<file path="config.mk">
export PLATFORM = sky130hd
export DESIGN_NAME = node_mac_seq
export DESIGN_NICKNAME = d
export VERILOG_FILES = /design/src/rtl/node_mac_seq.sv
export SDC_FILE = /design/constraint.sdc
export NUM_CORES = 2
export LEC_CHECK = 0
export CORE_MARGIN = 2
export CORE_UTILIZATION = 43
export DETAILED_ROUTE_END_ITERATION = 6
export PLACE_DENSITY_LB_ADDON = 0.2
export SYNTH_ARGS = -nofsm -noshare
export SYNTH_HDL_FRONTEND = slang
export SYNTH_SLANG_ARGS = --single-unit
export TNS_END_PERCENT = 50
</file>
<file path="constraint.sdc">
create_clock -name clk -period 12.32 [get_ports clk]
set_clock_uncertainty 0.2 [all_clocks]
set_input_delay 2.464 -clock clk [delete_from_list [all_inputs] [get_ports clk]]
set_output_delay 2.464 -clock clk [all_outputs]
set_load 0.005 [all_outputs]
</file>
<file path="src/rtl/node_mac_seq.sv">
`default_nettype none
// ============================================================================
// Module      : node_mac_seq
// Description : Sequential fixed-point neuron. One multiply-accumulate per
//               accepted activation, then bias, shift, saturate and ReLU.
// Revision    : 1.0 - initial release
// ============================================================================
module node_mac_seq #(
    parameter  int N_IN  = 30,
    parameter  int DW    = 16,
    parameter  int FRAC  = 8,
    localparam int AW    = $clog2(N_IN + 1),
    localparam int ACC_W = 2 * DW + $clog2(N_IN + 1) + 1
) (
    input  logic                 clk,
    input  logic                 reset,
    input  logic                 in_valid,
    output logic                 in_ready,
    input  logic signed [DW-1:0] in_data,
    input  logic                 w_we,
    input  logic [AW-1:0]        w_addr,
    input  logic signed [DW-1:0] w_data,
    input  logic                 relu_en,
    output logic                 out_valid,
    input  logic                 out_ready,
    output logic signed [DW-1:0] out_data,
    output logic                 out_sat
);

    localparam int IW = (N_IN > 1) ? $clog2(N_IN) : 1;

    localparam logic [AW-1:0] C_LAST      = AW'(N_IN - 1);
    localparam logic [AW-1:0] C_BIAS_ADDR = AW'(N_IN);

    localparam logic signed [ACC_W-1:0] C_SAT_MAX = {{(ACC_W-DW+1){1'b0}}, {(DW-1){1'b1}}};
    localparam logic signed [ACC_W-1:0] C_SAT_MIN = {{(ACC_W-DW+1){1'b1}}, {(DW-1){1'b0}}};

    typedef enum logic [1:0] {
        ST_ACCUM = 2'd0,
        ST_FINAL = 2'd1,
        ST_OUT   = 2'd2
    } state_t;

    state_t r_state;
    state_t w_state_nxt;

    logic signed [DW-1:0]    r_weight [N_IN];
    logic signed [DW-1:0]    r_bias;
    logic [AW-1:0]           r_cnt;
    logic signed [ACC_W-1:0] r_acc;
    logic                    r_out_valid;
    logic signed [DW-1:0]    r_out_data;
    logic                    r_out_sat;

    logic                    w_in_ready;
    logic                    w_accept;
    logic                    w_last;
    logic signed [2*DW-1:0]  w_prod;
    logic signed [ACC_W-1:0] w_prod_ext;
    logic signed [ACC_W-1:0] w_bias_ext;
    logic signed [ACC_W-1:0] w_sum;
    logic signed [ACC_W-1:0] w_shift;
    logic signed [DW-1:0]    w_res;
    logic                    w_sat;

    assign w_accept   = in_valid & w_in_ready;
    assign w_last     = (r_cnt == C_LAST);
    assign w_prod     = in_data * r_weight[r_cnt[IW-1:0]];
    assign w_prod_ext = {{(ACC_W-2*DW){w_prod[2*DW-1]}}, w_prod};
    assign w_bias_ext = {{(ACC_W-DW){r_bias[DW-1]}}, r_bias};
    assign w_sum      = r_acc + (w_bias_ext <<< FRAC);
    assign w_shift    = w_sum >>> FRAC;

    // Clamp the full-precision result; ReLU applies after saturation.
    always_comb begin
        w_sat = 1'b0;
        w_res = w_shift[DW-1:0];
        if (w_shift > C_SAT_MAX) begin
            w_res = {1'b0, {(DW-1){1'b1}}};
            w_sat = 1'b1;
        end else if (w_shift < C_SAT_MIN) begin
            w_res = {1'b1, {(DW-1){1'b0}}};
            w_sat = 1'b1;
        end
        if (relu_en && w_res[DW-1]) begin
            w_res = '0;
        end
    end

    always_ff @(posedge clk) begin
        if (!reset) begin
            r_state <= ST_ACCUM;
        end else begin
            r_state <= w_state_nxt;
        end
    end

    always_comb begin
        w_state_nxt = r_state;
        w_in_ready  = 1'b0;
        case (r_state)
            ST_ACCUM: begin
                w_in_ready = 1'b1;
                if (w_accept && w_last) begin
                    w_state_nxt = ST_FINAL;
                end
            end
            ST_FINAL: begin
                w_state_nxt = ST_OUT;
            end
            ST_OUT: begin
                if (out_ready) begin
                    w_state_nxt = ST_ACCUM;
                end
            end
            default: begin
                w_state_nxt = ST_ACCUM;
            end
        endcase
    end

    always_ff @(posedge clk) begin
        if (!reset) begin
            for (int i = 0; i < N_IN; i++) begin
                r_weight[i] <= '0;
            end
            r_bias      <= '0;
            r_cnt       <= '0;
            r_acc       <= '0;
            r_out_valid <= 1'b0;
            r_out_data  <= '0;
            r_out_sat   <= 1'b0;
        end else begin
            // Coefficient writes land regardless of state; reads this cycle see the old value.
            if (w_we) begin
                if (w_addr == C_BIAS_ADDR) begin
                    r_bias <= w_data;
                end else if (w_addr < C_BIAS_ADDR) begin
                    r_weight[w_addr[IW-1:0]] <= w_data;
                end
            end
            case (r_state)
                ST_ACCUM: begin
                    if (w_accept) begin
                        r_acc <= r_acc + w_prod_ext;
                        r_cnt <= w_last ? '0 : r_cnt + 1'b1;
                    end
                end
                ST_FINAL: begin
                    r_out_data  <= w_res;
                    r_out_sat   <= w_sat;
                    r_out_valid <= 1'b1;
                end
                ST_OUT: begin
                    if (out_ready) begin
                        r_out_valid <= 1'b0;
                        r_acc       <= '0;
                    end
                end
                default: begin
                    r_out_valid <= 1'b0;
                end
            endcase
        end
    end

    assign in_ready  = w_in_ready;
    assign out_valid = r_out_valid;
    assign out_data  = r_out_data;
    assign out_sat   = r_out_sat;

endmodule
`default_nettype wire

</file>
* After elaboration in Yosys (flattened, before gate mapping) *
Memories as Yosys holds them, arrays and structs flattened. A register that Yosys moved wholly into a read port is not among the register bits.
Cells that the tools add are included.

storage, ports and cells
  register bits after elaboration = 79
  RAM bits = 480
  bits of input ports = 43
  output and inout port bits = 19
  word-level logic and storage cells = 60
  memories kept = 1

operators by class
  add/subtract/negate cells = 3
  multiply operators = 1
  order comparisons = 3
  equal/unequal tests = 7
  multiplexer cells = 26
  bitwise gates (word level) = 2
  reductions and logical operators = 10

memories
  memory    depth  width  rd ports  clocked after Yosys merged registers in  write ports  RTL line  source
  r_weight  30     16     1         1                                        30           47        logic signed [DW-1:0] r_weight [N_IN];

operator list
  cell                  number
  $mux 38               2
  $pmux 38 s2           1
  $mux 16               4
  $add 38x24->38        1
  $add 38x32->38        1
  $mul 16x16->32        1
  $gt 30x16->1 const B  1
  $lt 30x16->1 const B  1
  $mux 5                4
  $reduce_or 16->1      1
  $mux 1                11
  $eq 5x5->1 const B    2
  $reduce_and 2->1      4
  $ne 2x2->1 const B    3
  $pmux 2 s3            1
  $add 5x1->5 const B   1
  $lt 5x5->1 const B    1
  $mux 2                2
  $pmux 1 s3            1
  $reduce_and 3->1      1
  $eq 2x1->1 const B    1
  $eq 2x2->1 const B    1
  $logic_and 1x1->1     2
  $logic_not 2->1       1
  other kinds (3)       3

* Logic depth before layout (Yosys ltp) *
  depth in word-level cells = 8
  depth in mapped cells = 31
  gate-level depth less buffers = 27

* Least setup slack after synthesis *
Ideal clock, no wire load.

  path kind = in2reg
  start = in in_data[15]
  end = reg r_acc[37]
  setup time = 63 ps
  arrival = 8557 ps
  data required time = 12057 ps
  setup slack = 3500 ps
  stages = 23
  buffers on the path = 1
  path through = clkbuf_1 nand2_1 fa_1 inv_1 fa_1 inv_1 fa_1 inv_1 fa_1 fa_1 inv_1 fa_1 inv_1 ha_1 a21o_1 a221o_1 a21o_1 a21oi_1 o41ai_1 a41oi_1 a21oi_1 or4_1 nand3_1

on the way
  cells in the longest elaborated chain, start to end = 4

RTL lines
  what                  RTL line  source
  from (decl)           19        input logic signed [DW-1:0] in_data,
  $mul 16x16->32        68        assign w_prod = in_data * r_weight[r_cnt[IW-1:0]];
  $add 38x32->38        145       r_acc <= r_acc + w_prod_ext;
  $mux 38               144       if (w_accept) begin
  $pmux 38 s2           142       case (r_state)
  to (signal assigned)  145
  to (decl)             50        logic signed [ACC_W-1:0] r_acc;

No other way between the ends. The select of a mux whose other input is x is not followed.
A chain may end at the register's enable or synchronous reset.

==> flow_summary_export.csv <==
group,metric,value,unit
synthesis,synthTopCellsByArea,"edfxtp_1 (39%), fa_1 (16%), mux4_2 (9.1%)",
clock_tree,cts.htree.levels,2,
global_route,gr-total-overflow,0,
routing,drtPass1Iterations,7,
placement,dp_hpwl,69.9,mm
global_route,antenna_found_initial,6,
global_route,grt_pass1_vias,25800,
clock_tree,cts_made_buffers,59,
clock_tree,clockRootBuffer,"clkbuf_16",
routing,wirelength,100,mm
synthesis,synthMuxAreaShare,9.65,%
timing,setup_violations,0,
setup_path,crit_type,"reg2reg",
synthesis,netlist_area,39600,um^2
synthesis,synth_enable_flop_cells,512,
synthesis,yosysWarningCount,0,
synthesis,synth_top_area_share,38.9,%
status,outcome,"finished, final reports clean",
die,start_util,43.3,%
final_layout,layout-drive-gt1-share,10.8,%
setup_path,cp.required,12.69,ns
synthesis,synth-async-reset-ratio,0,%
placement,place_inst,4322,
synthesis,synth_top_family_by_area,"adder cells",
global_route,grt_max_degree,53,
timing,tns,0,ns
final_layout,fin_cells,4431,
synthesis,synth_compound_gate_area_share,5.25,%
setup_path,critPathCaptureType,"register",
global_route,grt_pass1_wl,155,mm
synthesis,synth_xor_area_share,1.50,%
synthesis,synth_seq_cells,596,
run,cap_violations,0,
synthesis,yosys-top-cells-count,"and2_1 (534), edfxtp_1 (512), inv_1 (357)",
synthesis,yosys.cell_count.top_type,"and2_1",
timing,drv_slew,0,
routing,vias,24000,
clock_tree,clk_path_buf_depth,3,
clock_tree,cts_tree,"yes",
routing,wl_per_cell,22.6,um
synthesis,synth_area_per_cell,12.5,um^2
timing,relSlewSlack,15.2,%
clock_tree,postCtsSetupBuffers,0,
die,die_w,307,um
min_path,min_path_type,"reg2reg",
clock_tree,clk_transition_reported_paths,0.06,ns
synthesis,yosysTopAreaCell,"edfxtp_1",
die,dieHeight,307,um
timing,max_clock_freq,102,MHz
die,io_pins,62,
routing,drc,0,
final_layout,diodes,0,
synthesis,synthAdderAreaFrac,20.8,%
synthesis,synth.yosys.seq_area_share,43.1,%
clock_tree,clock-sinks,596,
routing,drt_iter0_markers,1935,
clock_tree,cts_hold_buffers,0,
placement,port_buffers,61,
global_route,grt_usage,21.7,%
synthesis,yosys.area_share.simple,14.2,%
timing,period_needed,9.82,ns
setup_path,cp_max_fo,52,
clock_tree,clkLatencyLatePin,0.63,ns
die,core,91400,um^2
routing,via_per_inst,5.41,
timing,finalCritPeriodShare,79.7,%
clock_tree,post_cts_resized,0,
timing,whs,0.261,ns
routing,postRouteAntennaNets,0,
synthesis,synthCells,3172,
timing,worst_pin_slew,1.27,ns
die,die-area,94500,um^2
final_layout,area_delta_synth_final,9.68,%
placement,gp_congestion,0.847,
timing,rsz0062_at_grt,"no",
setup_path,start_kind,"register",
final_layout,nNetsFinal,3705,
synthesis,synth_top_flop_cell,"edfxtp_1",
setup_path,cp.arrival,10.19,ns
die,rows,111,
synthesis,ys_types,85,
timing,final_hold_viol_count,0,
## through the flow
step | worst slack [ns] | util (%) | cell area, um^2
after floorplan | 3.50 | - | 39700
after global placement | 2.16 | 45.4 | 41500
after detailed placement | 1.99 | 45.4 | 41500
after CTS | 2.50 | 47.5 | 43400
after global routing | 2.02 | 47.5 | 43400
final | 2.50 | 47.5 | 43400
## worst max-delay path: stages (launching register included)
cell and delay, ns:
dfxtp_4 0.94, buf_4 0.62, mux4_2 0.47, mux4_2 0.55, mux2i_1 0.28, buf_4 0.36
nand2b_1 0.27, fa_1 0.31, inv_1 0.15, fa_1 0.83, inv_1 0.12, fa_1 0.60
fa_1 0.56, inv_1 0.05, fa_1 0.53, inv_1 0.05, fa_1 0.48, inv_1 0.05
ha_1 0.32, and4_1 0.20, a221o_1 0.30, a21o_1 0.22, a21oi_1 0.12, o41ai_1 0.13
a41oi_1 0.32, a21oi_1 0.13, or4_1 0.47, nand3_1 0.09
## registers in the layout, summed over array words and instances (netlist names), named ones only
register   flops
r_weight     512
r_acc         38
out_data      16
r_bias        16
r_cnt          5
r_state        2
out_sat        1
out_valid      1
## area by class of cell
cell class                 instances  area, um^2
timing repair buffer             125        1110
clock buffer                      75        1580
inverter                         357        1340
sequential                       596       17100
fill                            8107       48000
multi-input combinational       2058       20500
tap                             1186        1480
clock inverter                    34         340
## cells by family (layout without fill, tap and decap cells)
logic type,count (synthesis),in the layout
fa+ha+maj,465,465
flops,596,596
xor+xnor,67,67
other cells,1,32
mux,180,180
buf+inv,549,591
compound gates,307,307
simple gates,1007,1007
## worst paths after layout
path,to,cells after the start,startpoint,slack (ns)
max,r_acc[37],27,register,2.50
min,r_bias[0],2,r_bias[0],0.26
max reg2reg,r_acc[37],27,register,2.50
min reg2reg,r_bias[0],2,r_bias[0],0.26
## routing by layer
layer,up-vias,GRT usage [%],wire (um)
li1,10800,-,-
met1,12400,29.9,43300
met2,636,35.6,48100
met3,138,3.52,5800
met4,12,6.44,3020
met5,-,0,77
## placed cells by master, fill, tap and decap left out, types with 75 or more instances in the layout
| cell | count |
|---|---|
| edfxtp_1 | 512 |
| a21oi_1 | 75 |
| ha_1 | 142 |
| nand2_1 | 174 |
| nor2_1 | 108 |
| nor2b_1 | 93 |
| mux4_2 | 160 |
| and2_1 | 534 |
| fa_1 | 323 |
| dfxtp_1 | 81 |
| inv_1 | 356 |
Power is left out: the tool's default activity adds up to more than one toggle a clock period on the data nets, which glitch-free logic cannot reach.
